File: config.mk
export PLATFORM = sky130hd
export DESIGN_NAME = vga_frame_scanout
export DESIGN_NICKNAME = d
export VERILOG_FILES = /design/src/rtl/vga_frame_scanout.sv
export SDC_FILE = /design/constraint.sdc
export NUM_CORES = 1
export LEC_CHECK = 0
export ABC_AREA = 1
export BUFFER_PORTS_ARGS = -buffer_cell sky130_fd_sc_hd__buf_2
export CAP_MARGIN = 20
export CORE_MARGIN = 5
export CORE_UTILIZATION = 50
export DETAILED_ROUTE_END_ITERATION = 6
export PLACE_DENSITY = 0.74
export SLEW_MARGIN = 20
export SYNTH_ARGS = -nofsm -noshare
export SYNTH_HDL_FRONTEND = slang
export SYNTH_SLANG_ARGS = --single-unit
File: constraint.sdc
create_clock -name CLOCK_50 -period 4.12 [get_ports CLOCK_50]
set_input_delay 0.824 -clock CLOCK_50 [delete_from_list [all_inputs] [get_ports CLOCK_50]]
set_output_delay 0.824 -clock CLOCK_50 [all_outputs]
set_load 0.03 [all_outputs]
File: src/rtl/vga_frame_scanout.sv
// vga_frame_scanout
//   Read side of a (IMG_W x IMG_H) frame buffer. Generates 640x480@60 VGA
//   timing from CLOCK_50 with a /2 pixel tick. Every stored pixel is shown 2x2.
//   The RAM read port is driven here, and the 1-cycle RAM latency is absorbed
//   into a fixed 3-stage pipeline. Syncs, BLANK_N and RGB leave aligned.
//
//   Ports:
//     CLOCK_50, RESET           clock, async active-high reset
//     fb_addr/fb_en/fb_write    RAM read port (write strobe tied 0)
//     fb_data                   RAM out_data, valid 1 clock after fb_addr/fb_en
//     VGA_CLK                   25 MHz pixel clock (tick phase)
//     VGA_HS/VS                 active-low syncs
//     VGA_BLANK_N, VGA_SYNC_N   active video / tied 0
//     VGA_R/G/B                 colour, forced 0 outside active video
//     VBLANK, FRAME_START       tear-free update hints for the writer
//
//   Build option: define SCANOUT_RGB332_EN to decode pixels as RRRGGGBB.
//   Without it the output is greyscale (R=G=B=pixel).
module vga_frame_scanout #(
  parameter int DATA_WIDTH = 8,
  parameter int ADDR_WIDTH = 20,
  parameter int IMG_W      = 320,
  parameter int IMG_H      = 240,
  parameter int H_TOTAL    = 800,
  parameter int V_TOTAL    = 525
) (
  input  logic                  CLOCK_50,
  input  logic                  RESET,
  output logic [ADDR_WIDTH-1:0] fb_addr,
  output logic                  fb_en,
  output logic                  fb_write,
  input  logic [DATA_WIDTH-1:0] fb_data,
  output logic                  VGA_CLK,
  output logic                  VGA_HS,
  output logic                  VGA_VS,
  output logic                  VGA_BLANK_N,
  output logic                  VGA_SYNC_N,
  output logic [7:0]            VGA_R,
  output logic [7:0]            VGA_G,
  output logic [7:0]            VGA_B,
  output logic                  VBLANK,
  output logic                  FRAME_START
);

  localparam int unsigned HW = $clog2(H_TOTAL);
  localparam int unsigned VW = $clog2(V_TOTAL);

  localparam logic [HW-1:0] H_LAST  = HW'(H_TOTAL - 1);
  localparam logic [HW-1:0] H_ACT   = HW'(2 * IMG_W);
  localparam logic [HW-1:0] H_SYNC0 = HW'(2 * IMG_W + 16);
  localparam logic [HW-1:0] H_SYNC1 = HW'(2 * IMG_W + 16 + 96);
  localparam logic [VW-1:0] V_LAST  = VW'(V_TOTAL - 1);
  localparam logic [VW-1:0] V_ACT   = VW'(2 * IMG_H);
  localparam logic [VW-1:0] V_SYNC0 = VW'(2 * IMG_H + 10);
  localparam logic [VW-1:0] V_SYNC1 = VW'(2 * IMG_H + 10 + 2);
  localparam logic [ADDR_WIDTH-1:0] LINE_STEP = ADDR_WIDTH'(IMG_W);

  // Timing state
  logic                  phase_q, phase_d;
  logic [HW-1:0]         h_cnt_q, h_cnt_d;
  logic [VW-1:0]         v_cnt_q, v_cnt_d;
  logic [ADDR_WIDTH-1:0] line_base_q, line_base_d;
  logic                  wrap_q, wrap_d;
  // S1
  logic [ADDR_WIDTH-1:0] fb_addr_q, fb_addr_d;
  logic                  fb_en_q, fb_en_d;
  logic                  hs1_q, hs1_d, vs1_q, vs1_d, de1_q, de1_d, vb1_q, vb1_d, fs1_q, fs1_d;
  // S2
  logic                  hs2_q, hs2_d, vs2_q, vs2_d, de2_q, de2_d, vb2_q, vb2_d, fs2_q, fs2_d;
  // S3
  logic                  hs3_q, hs3_d, vs3_q, vs3_d, de3_q, de3_d, vb3_q, vb3_d, fs3_q, fs3_d;
  logic [7:0]            r_q, r_d, g_q, g_d, b_q, b_d;

  logic       tick, h_last, v_last, active;
  logic [7:0] pix;

  always_comb begin
    tick   = phase_q;
    h_last = (h_cnt_q == H_LAST);
    v_last = (v_cnt_q == V_LAST);
    active = (h_cnt_q < H_ACT) && (v_cnt_q < V_ACT);
    pix    = 8'(fb_data);

    phase_d     = ~phase_q;
    h_cnt_d     = h_cnt_q;
    v_cnt_d     = v_cnt_q;
    line_base_d = line_base_q;
    wrap_d      = tick && h_last && v_last;

    if (tick) begin
      h_cnt_d = h_last ? '0 : h_cnt_q + 1'b1;
      if (h_last) begin
        v_cnt_d = v_last ? '0 : v_cnt_q + 1'b1;
        // Each stored line is shown twice, so the base advances after odd lines.
        if (v_last)
          line_base_d = '0;
        else if (v_cnt_q[0] && (v_cnt_q < V_ACT))
          line_base_d = line_base_q + LINE_STEP;
      end
    end

    // S1: address the RAM and register the raw timing flags.
    fb_en_d   = active;
    fb_addr_d = active ? line_base_q + ADDR_WIDTH'(h_cnt_q[HW-1:1]) : fb_addr_q;
    hs1_d     = !((h_cnt_q >= H_SYNC0) && (h_cnt_q < H_SYNC1));
    vs1_d     = !((v_cnt_q >= V_SYNC0) && (v_cnt_q < V_SYNC1));
    de1_d     = active;
    vb1_d     = (v_cnt_q >= V_ACT);
    fs1_d     = wrap_q;

    // S2: the RAM registers fb_data during this stage.
    hs2_d = hs1_q;
    vs2_d = vs1_q;
    de2_d = de1_q;
    vb2_d = vb1_q;
    fs2_d = fs1_q;

    // S3: output registers.
    hs3_d = hs2_q;
    vs3_d = vs2_q;
    de3_d = de2_q;
    vb3_d = vb2_q;
    fs3_d = fs2_q;
`ifdef SCANOUT_RGB332_EN
    r_d = de2_q ? {pix[7:5], pix[7:5], pix[7:6]} : '0;
    g_d = de2_q ? {pix[4:2], pix[4:2], pix[4:3]} : '0;
    b_d = de2_q ? {pix[1:0], pix[1:0], pix[1:0], pix[1:0]} : '0;
`else
    r_d = de2_q ? pix : '0;
    g_d = de2_q ? pix : '0;
    b_d = de2_q ? pix : '0;
`endif
  end

  always_ff @(posedge CLOCK_50 or posedge RESET) begin
    if (RESET) begin
      phase_q     <= 1'b0;
      h_cnt_q     <= '0;
      v_cnt_q     <= '0;
      line_base_q <= '0;
      wrap_q      <= 1'b0;
      fb_addr_q   <= '0;
      fb_en_q     <= 1'b0;
      // Sync stages reset to the inactive (high) level so no glitch leaks out.
      hs1_q <= 1'b1; vs1_q <= 1'b1; de1_q <= 1'b0; vb1_q <= 1'b0; fs1_q <= 1'b0;
      hs2_q <= 1'b1; vs2_q <= 1'b1; de2_q <= 1'b0; vb2_q <= 1'b0; fs2_q <= 1'b0;
      hs3_q <= 1'b1; vs3_q <= 1'b1; de3_q <= 1'b0; vb3_q <= 1'b0; fs3_q <= 1'b0;
      r_q <= '0; g_q <= '0; b_q <= '0;
    end else begin
      phase_q     <= phase_d;
      h_cnt_q     <= h_cnt_d;
      v_cnt_q     <= v_cnt_d;
      line_base_q <= line_base_d;
      wrap_q      <= wrap_d;
      fb_addr_q   <= fb_addr_d;
      fb_en_q     <= fb_en_d;
      hs1_q <= hs1_d; vs1_q <= vs1_d; de1_q <= de1_d; vb1_q <= vb1_d; fs1_q <= fs1_d;
      hs2_q <= hs2_d; vs2_q <= vs2_d; de2_q <= de2_d; vb2_q <= vb2_d; fs2_q <= fs2_d;
      hs3_q <= hs3_d; vs3_q <= vs3_d; de3_q <= de3_d; vb3_q <= vb3_d; fs3_q <= fs3_d;
      r_q <= r_d; g_q <= g_d; b_q <= b_d;
    end
  end

  assign fb_addr     = fb_addr_q;
  assign fb_en       = fb_en_q;
  assign fb_write    = 1'b0;
  assign VGA_CLK     = phase_q;
  assign VGA_HS      = hs3_q;
  assign VGA_VS      = vs3_q;
  assign VGA_BLANK_N = de3_q;
  assign VGA_SYNC_N  = 1'b0;
  assign VGA_R       = r_q;
  assign VGA_G       = g_q;
  assign VGA_B       = b_q;
  assign VBLANK      = vb3_q;
  assign FRAME_START = fs3_q;

endmodule

Word-level counts from Yosys, hierarchy flattened
Index checks and enable logic that the tools add are counted.
{"block": "classes", "magnitude_cmp": 7, "muxes": 5, "reduce_logical": 11, "eq_ne": 2, "n_addsub": 4, "bitwise_logic": 1}
{"cell": "20-bit two-way mux", "n": 2}
{"cell": "10-bit by 1-bit adder with 10-bit output, second input constant", "n": 2}
{"cell": "20-bit by 9-bit adder with 20-bit output", "n": 1}
{"cell": "20-bit by 9-bit adder with 20-bit output, second input constant", "n": 1}
{"cell": "10-bit equality test, second input constant", "n": 2}
{"cell": "10-bit by 9-bit greater-or-equal comparator with 1-bit output, second input constant", "n": 2}
{"cell": "10-bit less-than comparator, second input constant", "n": 2}
{"cell": "10-bit by 9-bit less-than comparator with 1-bit output, second input constant", "n": 2}
{"cell": "10-bit two-way mux", "n": 2}
{"cell": "10-bit greater-or-equal comparator, second input constant", "n": 1}
{"cell": "8-bit two-way mux", "n": 1}
{"cell": "1-bit logical AND", "n": 6}
{"cell": "3-bit AND reduction", "n": 1}
{"cell": "1-bit logical NOT", "n": 2}
{"cell": "2-bit AND reduction", "n": 1}
{"cell": "2-bit nonzero test", "n": 1}
{"cell": "1-bit inverter", "n": 1}
{"block": "word_totals", "output_inout_bits": 53, "word_cells": 52, "ff_bits": 85}

Logic depth before layout (Yosys ltp)
Gate-level depths: netlist of run 1.
{"block": "logic_depth", "ltp_word": 4, "mapped_depth": 10}

Worst setup path before layout of run 1
No wires, ideal clock.
{"block": "synth_path", "kind": "register -> register", "startpoint": "register v_cnt_q[0]", "endpoint": "register line_base_q[9]", "path_slack_ns": 2.482, "setup_ns": 0.116, "path_stages_with_launch": 11, "n_path_buf": 1, "arrival_time_ns": 1.521, "cell_sequence": "dfrtp_1 inv_1 ha_1 nand3_1 nor2_1 nand2_2 nand2_2 nand3b_4 buf_6 nand2_1 nand2_1"}
{"block": "synth_between", "elab_chain_len": 4, "word_cells_on_any_way": 6, "classes_between": "order compare: 1; eq/ne: 1; mux: 1; reduce/logical: 3"}
{"element": "start: declaration", "line": "61", "text": "logic [VW-1:0] v_cnt_q, v_cnt_d;"}
{"element": "start signal: assignment", "line": "152", "text": "v_cnt_q <= v_cnt_d;"}
{"element": "10-bit by 9-bit less-than comparator with 1-bit output", "line": "97", "text": "else if (v_cnt_q[0] && (v_cnt_q < V_ACT))"}
{"element": "1-bit logical AND", "line": "97"}
{"element": "2-bit nonzero test (no source line)"}
{"element": "3-bit AND reduction (no source line)"}
{"element": "end signal: assignment", "line": "153", "text": "line_base_q <= line_base_d;"}
{"element": "end: declaration", "line": "62", "text": "logic [ADDR_WIDTH-1:0] line_base_q, line_base_d;"}
Several ways; a longest one is shown, not always the timed one.
A chain may end at the register's enable or synchronous reset.

Final worst setup path of run 1
{"block": "layout_path", "startpoint": "register v_cnt_q[6]", "endpoint": "register fb_addr_q[12] (netlist: fb_addr[12])"}
{"block": "layout_between", "elab_chain_len": 2}
{"element": "10-bit by 9-bit less-than comparator with 1-bit output", "line": "81", "text": "active = (h_cnt_q < H_ACT) && (v_cnt_q < V_ACT);"}
{"element": "1-bit logical AND", "line": "81"}
{"element": "end signal: assignment", "line": "155", "text": "fb_addr_q <= fb_addr_d;"}
{"element": "end: declaration", "line": "65", "text": "logic [ADDR_WIDTH-1:0] fb_addr_q, fb_addr_d;"}
No other way between the ends.

==> results of run 1 <==
==> cells by family after synthesis <==
group / synth area share
compound gates: 0.04418
xor+xnor: 0.03755
fa+ha+maj: 0.02840
buf+inv: 0.09688
flops: 0.5005
other cells: 0.0009458
simple gates: 0.2916
==> registers in the layout (all words and copies together), names as in the netlist, 8 cells and up <==
name / count
v_cnt_q: 10
h_cnt_q: 10
fb_addr: 20
line_base_q: 14
VGA_B: 8
==> area by class of cell <==
type                    count  area, um^2  share of cell area
clock buffers              11       131.4             0.02948
clock inverters             5       83.83             0.01881
inverters                  55       206.4             0.04632
multi-input cells         319        1600              0.3591
flip-flops and latches     79        1984              0.4453
well taps                 102       127.6             0.02864
repair buffers             63       322.8             0.07243
==> worst max-delay path, cell delays in order (launching register included) <==
cell	delay, ps
dfrtp_1	450
nand2_1	80
inv_1	60
nand3_1	160
nand4_1	620
inv_1	530
nand3_1	160
nand2_1	90
==> stage by stage <==
stage	util	cell area (um^2)	instances	total power [mW]	hold WS [ps]
CTS	0.5767	4457	634	1.482	346.4
global placement	0.5489	4242	618	0.8605	332.2
floorplan	-	3969	478	0.8517	331.2
finish	0.5767	4457	634	1.469	345.1
detailed placement	0.5489	4242	618	0.8612	334.7
global route	0.5767	4457	634	1.525	354.3
==> how the worst max path moves through the flow <==
stage / from / to / slack (ps) / cells after the start
after floorplan: RESET / FRAME_START$_DFF_PP0_ / 1280 / 1
after global routing: v_cnt_q[6]$_DFFE_PP0P_ / fb_addr[12]$_DFFE_PP0P_ / 1630 / 7
after CTS: v_cnt_q[6]$_DFFE_PP0P_ / fb_addr[12]$_DFFE_PP0P_ / 1870 / 7
final: v_cnt_q[6]$_DFFE_PP0P_ / fb_addr[12]$_DFFE_PP0P_ / 1910 / 7
after detailed placement: v_cnt_q[6]$_DFFE_PP0P_ / fb_addr[12]$_DFFE_PP0P_ / 1970 / 7
after global placement: v_cnt_q[6]$_DFFE_PP0P_ / fb_addr[11]$_DFFE_PP0P_ / 2070 / 7
==> Yosys cell counts (2+ instances only) <==
cell	number	area (um^2)
a21oi_1	7	35.03
buf_2	4	20.02
buf_4	19	142.6
dfrtp_1	73	1827
dfstp_2	6	157.7
ha_1	9	112.6
inv_1	49	183.9
inv_2	6	22.52
nand2_1	147	551.8
nand2_2	4	25.02
nand3_1	32	160.2
nand4_1	11	68.82
nor2_1	39	146.4
nor2_2	3	18.77
nor2_4	3	33.78
nor3_1	8	40.04
o21ai_0	20	100.1
o21ai_1	5	25.02
o31ai_1	2	15.01
or2_2	2	12.51
xnor2_1	5	43.79
xor2_1	12	105.1
==> power by group through the flow <==
stage | clock network, mW | registers, mW | logic [mW]
detailed placement | 0 | 0.796 | 0.0647
floorplan | 0 | 0.805 | 0.0465
finish | 0.625 | 0.781 | 0.0631
global route | 0.673 | 0.782 | 0.0699
CTS | 0.636 | 0.781 | 0.0648
global placement | 0 | 0.796 | 0.0644
==> per-layer routing <==
| layer | up-vias | global-route usage | share of wire |
|---|---|---|---|
| met1 | 1444 | 0.2131 | 0.45 |
| met3 | 8 | 0.04388 | 0.073 |
| met2 | 88 | 0.2794 | 0.47 |
| met4 | 0 | 0.07353 | 0.011 |
| met5 | - | 0 | 0 |
| li1 | 1576 | - | - |
==> layout by cell type, fill, tap and decap left out <==
| cell type | instances |
|---|---|
| nand2_1 | 147 |
| dfrtp_1 | 73 |
| buf_2 | 60 |
| inv_1 | 48 |
| nor2_1 | 39 |
| nand3_1 | 32 |
| o21ai_0 | 20 |
| xor2_1 | 12 |
| nand4_1 | 11 |
| ha_1 | 9 |
| clkbuf_8 | 9 |
| nor3_1 | 8 |
| a21oi_1 | 7 |
| inv_2 | 7 |
| dfstp_2 | 6 |
| o21ai_1 | 5 |
| xnor2_1 | 5 |
| nand2_2 | 4 |
| nor2_4 | 3 |
| nor2_2 | 3 |
| buf_4 | 3 |
| or2_2 | 2 |
| o31ai_1 | 2 |
| conb_1 | 2 |
| clkinvlp_4 | 2 |
| clkbuf_1 | 2 |
| bufinv_16 | 2 |
| nor3_2 | 1 |
| nand3_2 | 1 |
| nand3b_1 | 1 |
| nand4_4 | 1 |
| nand3b_4 | 1 |
| nor3b_1 | 1 |
| nor4_1 | 1 |
| nor3_4 | 1 |
| clkinv_4 | 1 |
==> results.rst, run 1 <==
.. list-table::
   :header-rows: 1

   * - Metric
     - Value
   * - Number of buffers inserted by hold repair at cts
     - 0
   * - Maximum operating frequency
     - around 450 MHz
   * - Initial standard-cell utilization of the core
     - 0.5131
   * - Antenna diodes
     - 0
   * - Synth Warn #
     - 0
   * - Global-route wire length before repair
     - 13610 um
   * - Post-DR wirelength/cell
     - 12.31 um
   * - Number of design-rule violations left by the first detailed-router iteration
     - 160
   * - Fraction of layout cells with a size suffix above 1
     - 0.2011
   * - Area of the core
     - 7727 um^2
   * - GRT Total Usage
     - 0.1705
   * - H-tree level count
     - 3
   * - Clock slew at reported path FFs
     - 80 ps
   * - Slew Viols, Final
     - 0
   * - Minimum setup slack among reg-to-reg paths
     - roughly 1900 ps
   * - Number of setup violations in the final report
     - 0
   * - Clock tree skew after final layout
     - around 9 ps
   * - First-pass detailed-route iteration total
     - 4
   * - Setup repair after global routing missed its margin
     - no
   * - TritonCTS sink count
     - 79
   * - Number of flip-flops and latches in the synthesized netlist
     - just under 80
   * - Largest fanout on the critical path
     - 19
   * - Net switching power of the design
     - 0.3334 mW
   * - Async set or reset register ratio after synthesis
     - 1.000
   * - Worst reg-to-reg path cell count
     - 7
   * - Transition time of the tightest slew-check pin
     - 754.5 ps
   * - Worst relative slew slack
     - 0.4955
   * - Result of the run
     - finished clean
   * - Number of nets in the finished design
     - 546
   * - Total CTS buffers
     - 9
   * - Filler Cell Count
     - 692
   * - Period Utilization, post-route
     - 0.5374
   * - Type of the worst min-delay path
     - flip-flop to flip-flop
   * - Fraction of the yosys area taken by sequential cells
     - 0.5005
   * - Number of vias per cell after detailed routing
     - a little under 5
   * - Dominant synthesized flop cell
     - dfrtp_1
   * - Share of total power consumed by net switching
     - 0.2270
   * - Die ar.
     - approximately 10000 um^2
   * - Arrival time of data at the critical path endpoint
     - between 2000 and 3000 ps
   * - Buffers inserted by post-CTS timing repair
     - 0
   * - Insertion delay of the later-clocked pin in the worst-skew pair
     - about 350 ps
   * - CP Launch Type
     - flip-flop
   * - Endpoint, Worst Hold
     - vb2_q$_DFF_PP0_
   * - Worst Hold Depth
     - 0
   * - Max IR drop VDD
     - around 0.00016 V
   * - Overflow left after global routing
     - 0
   * - Via count of the first global-routing pass
     - 3004
   * - Reg-to-reg startpoint
     - v_cnt_q[6]$_DFFE_PP0P_
   * - Worst Setup Path Type
     - flip-flop to flip-flop
   * - X dimension of the die
     - 99.05 um
   * - Post-synthesis instance area
     - 3965 um^2
   * - CP required
     - 4410 ps
   * - Reg-to-reg critical path endpoint
     - fb_addr[12]$_DFFE_PP0P_
   * - Areal power density over the cells
     - 329.6 nW/um^2
   * - Portion of total power attributed to the clock network
     - 0.425
   * - Residual DRC count
     - 0
   * - Std-Cell Rows
     - 32
   * - Pin count of the biggest net entering global routing
     - 31
   * - Final Worst Setup Slack
     - 1906 ps
   * - Buffers on Ports
     - 60
   * - Die extent in y
     - 99.05 um
   * - Area growth from synthesis to layout
     - 12.40%
   * - Per-instance average area after synthesis
     - about 8.3 um^2
   * - Internal power of the cells
     - 1.135 mW
   * - Placement Setup Slack
     - ~2000 ps
   * - Top-level port count
     - 63
   * - Number of unique standard cell types used by synthesis
     - 33
   * - Final weighted congestion in routability-driven placement
     - 0.9735
   * - Routed vias
     - 3116
   * - Critical Path Sink Type
     - flip-flop
   * - Fraction of power consumed by combinational cells
     - 0.043
   * - TritonCTS clock tree
     - built
   * - Instance count of the mapped netlist
     - 477
   * - Detailed Place HPWL
     - 5840 um
   * - Antenna violations before repair
     - 0
   * - Reported max-cap violation count
     - 0
   * - Aggregate routed wire length
     - 7805 um
   * - Max clock buf depth
     - 2
   * - Final hold violations
     - 0
   * - Cells resized by post-CTS repair
     - 0
   * - Number of flops mapped to enable cells by yosys
     - 0
   * - Sequential share of power
     - 0.532
   * - Worst hold path startpoint
     - vb1_q$_DFF_PP0_
   * - Clock Root Buffer
     - clkbuf_8
   * - Min Tclk post-route
     - between 2000 and 2500 ps
   * - Reported leakage power
     - between 2 and 2.5 nW
   * - Fin Setup TNS
     - 0 ps
   * - Antenna violation net count after detailed routing
     - 0
No activity file was read; power rests on OpenSTA's default activity.
==> inputs of run 2 (changes only) <==
Settings changed: ABC_AREA 1 to 0, PLACE_DENSITY 0.74 to 0.77.
Clock period 4.12 ns to 1.9 ns, I/O delays scaled along.
==> run 2 against run 1 <==
Net effect:
- via count shrank 9.1%
- first-iteration DRC count grew 11%
- clock skew grew 2.2 ps
- combinational power grew 130%
- register-to-register slack lost 1900 ps
- clock power grew 73%
- critical path depth shrank 1
- critical path type unchanged
- highest routed layer unchanged
==> results.rst, run 2 <==
.. list-table::
   :header-rows: 1

   * - Metric
     - Value
   * - Slew Viols, Final
     - 0 (unchanged)
   * - Area of the core
     - 7331 um^2 (-5.1%)
   * - GRT Total Usage
     - 0.1651 (-0.005429)
   * - Die ar.
     - 9455 um^2 (-3.6%)
   * - Most common library cell in the layout ignoring fill and taps
     - dfrtp_1
   * - Cell types with the highest counts after synthesis
     - dfrtp_1, nand2_1, o21ai_1, o21ai_0, buf_4
   * - Fraction of layout cells with a size suffix above 1
     - 0.3380 (+0.1369)
   * - Critical Path Sink Type
     - flip-flop
   * - Sequential share of power
     - 0.581 (+0.049)
   * - Antenna diodes
     - 0 (unchanged)
   * - TritonCTS clock tree
     - built
   * - CP required
     - 2140 ps (-2270 ps)
   * - Number of vias per cell after detailed routing
     - 5.362 (+9.1%)
   * - Pin count of the biggest net entering global routing
     - 32 (+3.2%)
   * - Insertion delay of the later-clocked pin in the worst-skew pair
     - 360 ps (about the same)
   * - Worst relative slew slack
     - 0.5841 (+0.08864)
   * - Fraction of power consumed by combinational cells
     - 0.049 (+0.006)
   * - Dominant synthesized flop cell
     - dfrtp_1
   * - Worst Setup Path Type
     - flip-flop to flip-flop
   * - Top-level port count
     - 63 (unchanged)
   * - Post-synth top area cell
     - dfrtp_1
   * - Type of the worst min-delay path
     - input port to async pin
   * - Placement Setup Slack
     - 7.697 ps (-1964 ps)
   * - Number of nets in the finished design
     - 443 (-19%)
   * - Clock Root Buffer
     - clkbuf_8
   * - Filler Cell Count
     - 575 (-17%)
   * - H-tree level count
     - 3 (unchanged)
   * - Transition time of the tightest slew-check pin
     - 622.5 ps (-132.0 ps)
   * - Max reg flops
     - 20 (unchanged)
   * - Result of the run
     - finished clean
   * - Bufs and invs on worst path
     - 2 (unchanged)
   * - CP Launch Type
     - flip-flop
   * - Top delay family on crit path
     - simple AND/OR/NAND/NOR gates
   * - Routed vias
     - 2831 (-9.1%)
   * - Worst hold margin
     - 94.74 ps (-250.4 ps)
   * - Share of the synthesized area in the top cell type
     - 0.4801 (+0.01939)
   * - Clock tree skew after final layout
     - 11.36 ps (+2.232 ps)
   * - Post-synthesis instance area
     - 3805 um^2 (-4.0%)
   * - Setup repair after global routing missed its margin
     - no
   * - Instance count of the mapped netlist
     - 353 (-26%)
   * - Reported leakage power
     - 2.067 nW (-13%)
   * - Areal power density over the cells
     - 650.3 nW/um^2 (+97%)
   * - Per-instance average area after synthesis
     - 10.78 um^2 (+30%)
   * - Overflow left after global routing
     - 0 (unchanged)
   * - Reported max-cap violation count
     - 0 (unchanged)
   * - Slowest library cell on the worst path
     - dfrtp_1
   * - Initial standard-cell utilization of the core
     - 0.5190 (+0.005915)
   * - Number of buffers inserted by hold repair at cts
     - 0 (unchanged)
   * - Clock slew at reported path FFs
     - 80 ps (about the same)
   * - Min Tclk post-route
     - 1849 ps (-364.9 ps)
   * - Synth Warn #
     - 0 (unchanged)
   * - Max clock buf depth
     - 2 (unchanged)
   * - Async set or reset register ratio after synthesis
     - 1.000 (unchanged)
   * - Leading cell types by total area after synthesis
     - dfrtp_1, dfstp_2, buf_4
   * - Buffers on Ports
     - 60 (unchanged)
   * - Number of design-rule violations left by the first detailed-router iteration
     - 177 (+11%)
   * - Antenna violation net count after detailed routing
     - 0 (unchanged)
   * - Global-route wire length before repair
     - 12830 um (-5.7%)
   * - Portion of total power attributed to the clock network
     - 0.370 (-0.055)
   * - Delay of the slowest critical-path stage
     - 390 ps (-230 ps)
   * - Number of unique standard cell types used by synthesis
     - 51 (+55%)
   * - Via count of the first global-routing pass
     - 2642 (-12%)
   * - Std-Cell Rows
     - 31 (-3.1%)
   * - Final weighted congestion in routability-driven placement
     - 0.8330 (-14%)
   * - Period Utilization, post-route
     - 0.9733 (+0.4358)
   * - Aggregate routed wire length
     - 7725 um (-1.0%)
   * - Commonest cells after routing, fill and taps aside
     - dfrtp_1, buf_2, nand2_1
   * - Internal power of the cells
     - 2.195 mW (+93%)
   * - Share of total power consumed by net switching
     - 0.2476 (+0.02062)
   * - Detailed Place HPWL
     - 5215 um (-11%)
   * - First-pass detailed-route iteration total
     - 5 (+1)
   * - Die extent in y
     - 97.24 um (-1.8%)
   * - Total CTS buffers
     - 9 (unchanged)
   * - Net switching power of the design
     - 0.7224 mW (+120%)
   * - Fraction of the yosys area taken by sequential cells
     - 0.5215 (+0.02107)
   * - Final hold violations
     - 0 (unchanged)
   * - Core Util, Final
     - 0.6121 (+0.03530)
   * - Worst path cell trace
     - buf_4 -> and4_4 -> or2_1 -> nand2b_4 -> inv_1 -> mux2_2
   * - Area growth from synthesis to layout
     - 17.92%
   * - TritonCTS sink count
     - 79 (unchanged)
   * - X dimension of the die
     - 97.24 um (-1.8%)
   * - Fin Setup TNS
     - 0 ps (unchanged)
   * - Antenna violations before repair
     - 0 (unchanged)
   * - Post-DR wirelength/cell
     - 14.63 um (+19%)
   * - Largest fanout on the critical path
     - 10 (-9)
   * - Arrival time of data at the critical path endpoint
     - 2090 ps (-410 ps)
   * - Max IR drop VDD
     - 0.0002656 V (+64%)
   * - Leading cell type by number of instances after synthesis
     - dfrtp_1
   * - Residual DRC count
     - 0 (unchanged)
   * - Number of setup violations in the final report
     - 0 (unchanged)
   * - Maximum operating frequency
     - 540.8 MHz (+20%)
   * - Number of flops mapped to enable cells by yosys
     - 0 (unchanged)
   * - Final Worst Setup Slack
     - 50.81 ps (-1855 ps)
   * - Number of flip-flops and latches in the synthesized netlist
     - 79 (unchanged)
==> run 2: power by group through the flow <==
stage               registers, mW  logic, mW  clock network (mW)
floorplan                    1.75      0.101                   0
global placement             1.73      0.146                   0
detailed placement           1.73      0.146                   0
CTS                          1.69      0.147                1.10
global route                 1.70      0.157                1.18
finish                       1.69      0.143                1.08
==> run 2: through the flow <==
stage	power (mW)	instance area [um^2]	std cells
after floorplan	1.847	3812	354
after global placement	1.872	4187	499
after detailed placement	1.874	4187	499
after CTS	2.940	4353	515
after global routing	3.031	4487	528
final	2.918	4487	528
==> run 2: timing repair <==
action / CTS / global route
pin swaps: 1 / 5
setup endpoints to repair: 1 / 18
setup buffers: 0 / 11
gates resized for setup: 0 / 11
cloned: 0 / 2
==> run 2: logic make-up after synthesis <==
| kind of cell | after synthesis | synth area share |
|---|---|---|
| fa+ha+maj | 9 | 0.02960 |
| buf+inv | 44 | 0.07596 |
| other cells | 1 | 0.0009856 |
| mux | 8 | 0.02960 |
| simple gates | 119 | 0.1888 |
| xor+xnor | 23 | 0.05294 |
| compound gates | 70 | 0.1006 |
| flops | 79 | 0.5215 |
==> run 2: worst paths after layout <==
path | from | to | slack (ps) | cells past startpoint
setup / recovery | v_cnt_q[6]$_DFFE_PP0P_ | fb_addr[15]$_DFFE_PP0P_ | 50 | 6
hold / removal | RESET | fb_addr[3]$_DFFE_PP0P_ | 90 | 2
setup reg to reg | v_cnt_q[6]$_DFFE_PP0P_ | fb_addr[15]$_DFFE_PP0P_ | 50 | 6
hold reg to reg | fs1_q$_DFF_PP0_ | fs2_q$_DFF_PP0_ | 350 | 0
max in group asynchronous | RESET | fb_addr[18]$_DFFE_PP0P_ | 1260 | 3
min in group CLOCK_50 | fb_data[7] | VGA_B[7]$_DFF_PP0_ | 220 | 2
==> run 2: layout make-up <==
cell class | instances | area [um^2] | share of cell area
flip-flops and latches | 79 | 1987 | 0.4428
multi-input cells | 231 | 1573 | 0.3505
repair buffers | 95 | 603.1 | 0.1344
clock buffers | 10 | 127.6 | 0.02844
well taps | 99 | 123.9 | 0.02761
clock inverters | 6 | 38.79 | 0.008645
inverters | 8 | 33.78 | 0.007529
==> run 2: routing by layer <==
| layer | vias up | track usage | part of all wire |
|---|---|---|---|
| met1 | 1384 | 0.2064 | 0.43 |
| met5 | - | 0 | 0 |
| met2 | 95 | 0.2654 | 0.49 |
| met3 | 8 | 0.05528 | 0.073 |
| li1 | 1344 | - | - |
| met4 | 0 | 0.06390 | 0.0098 |
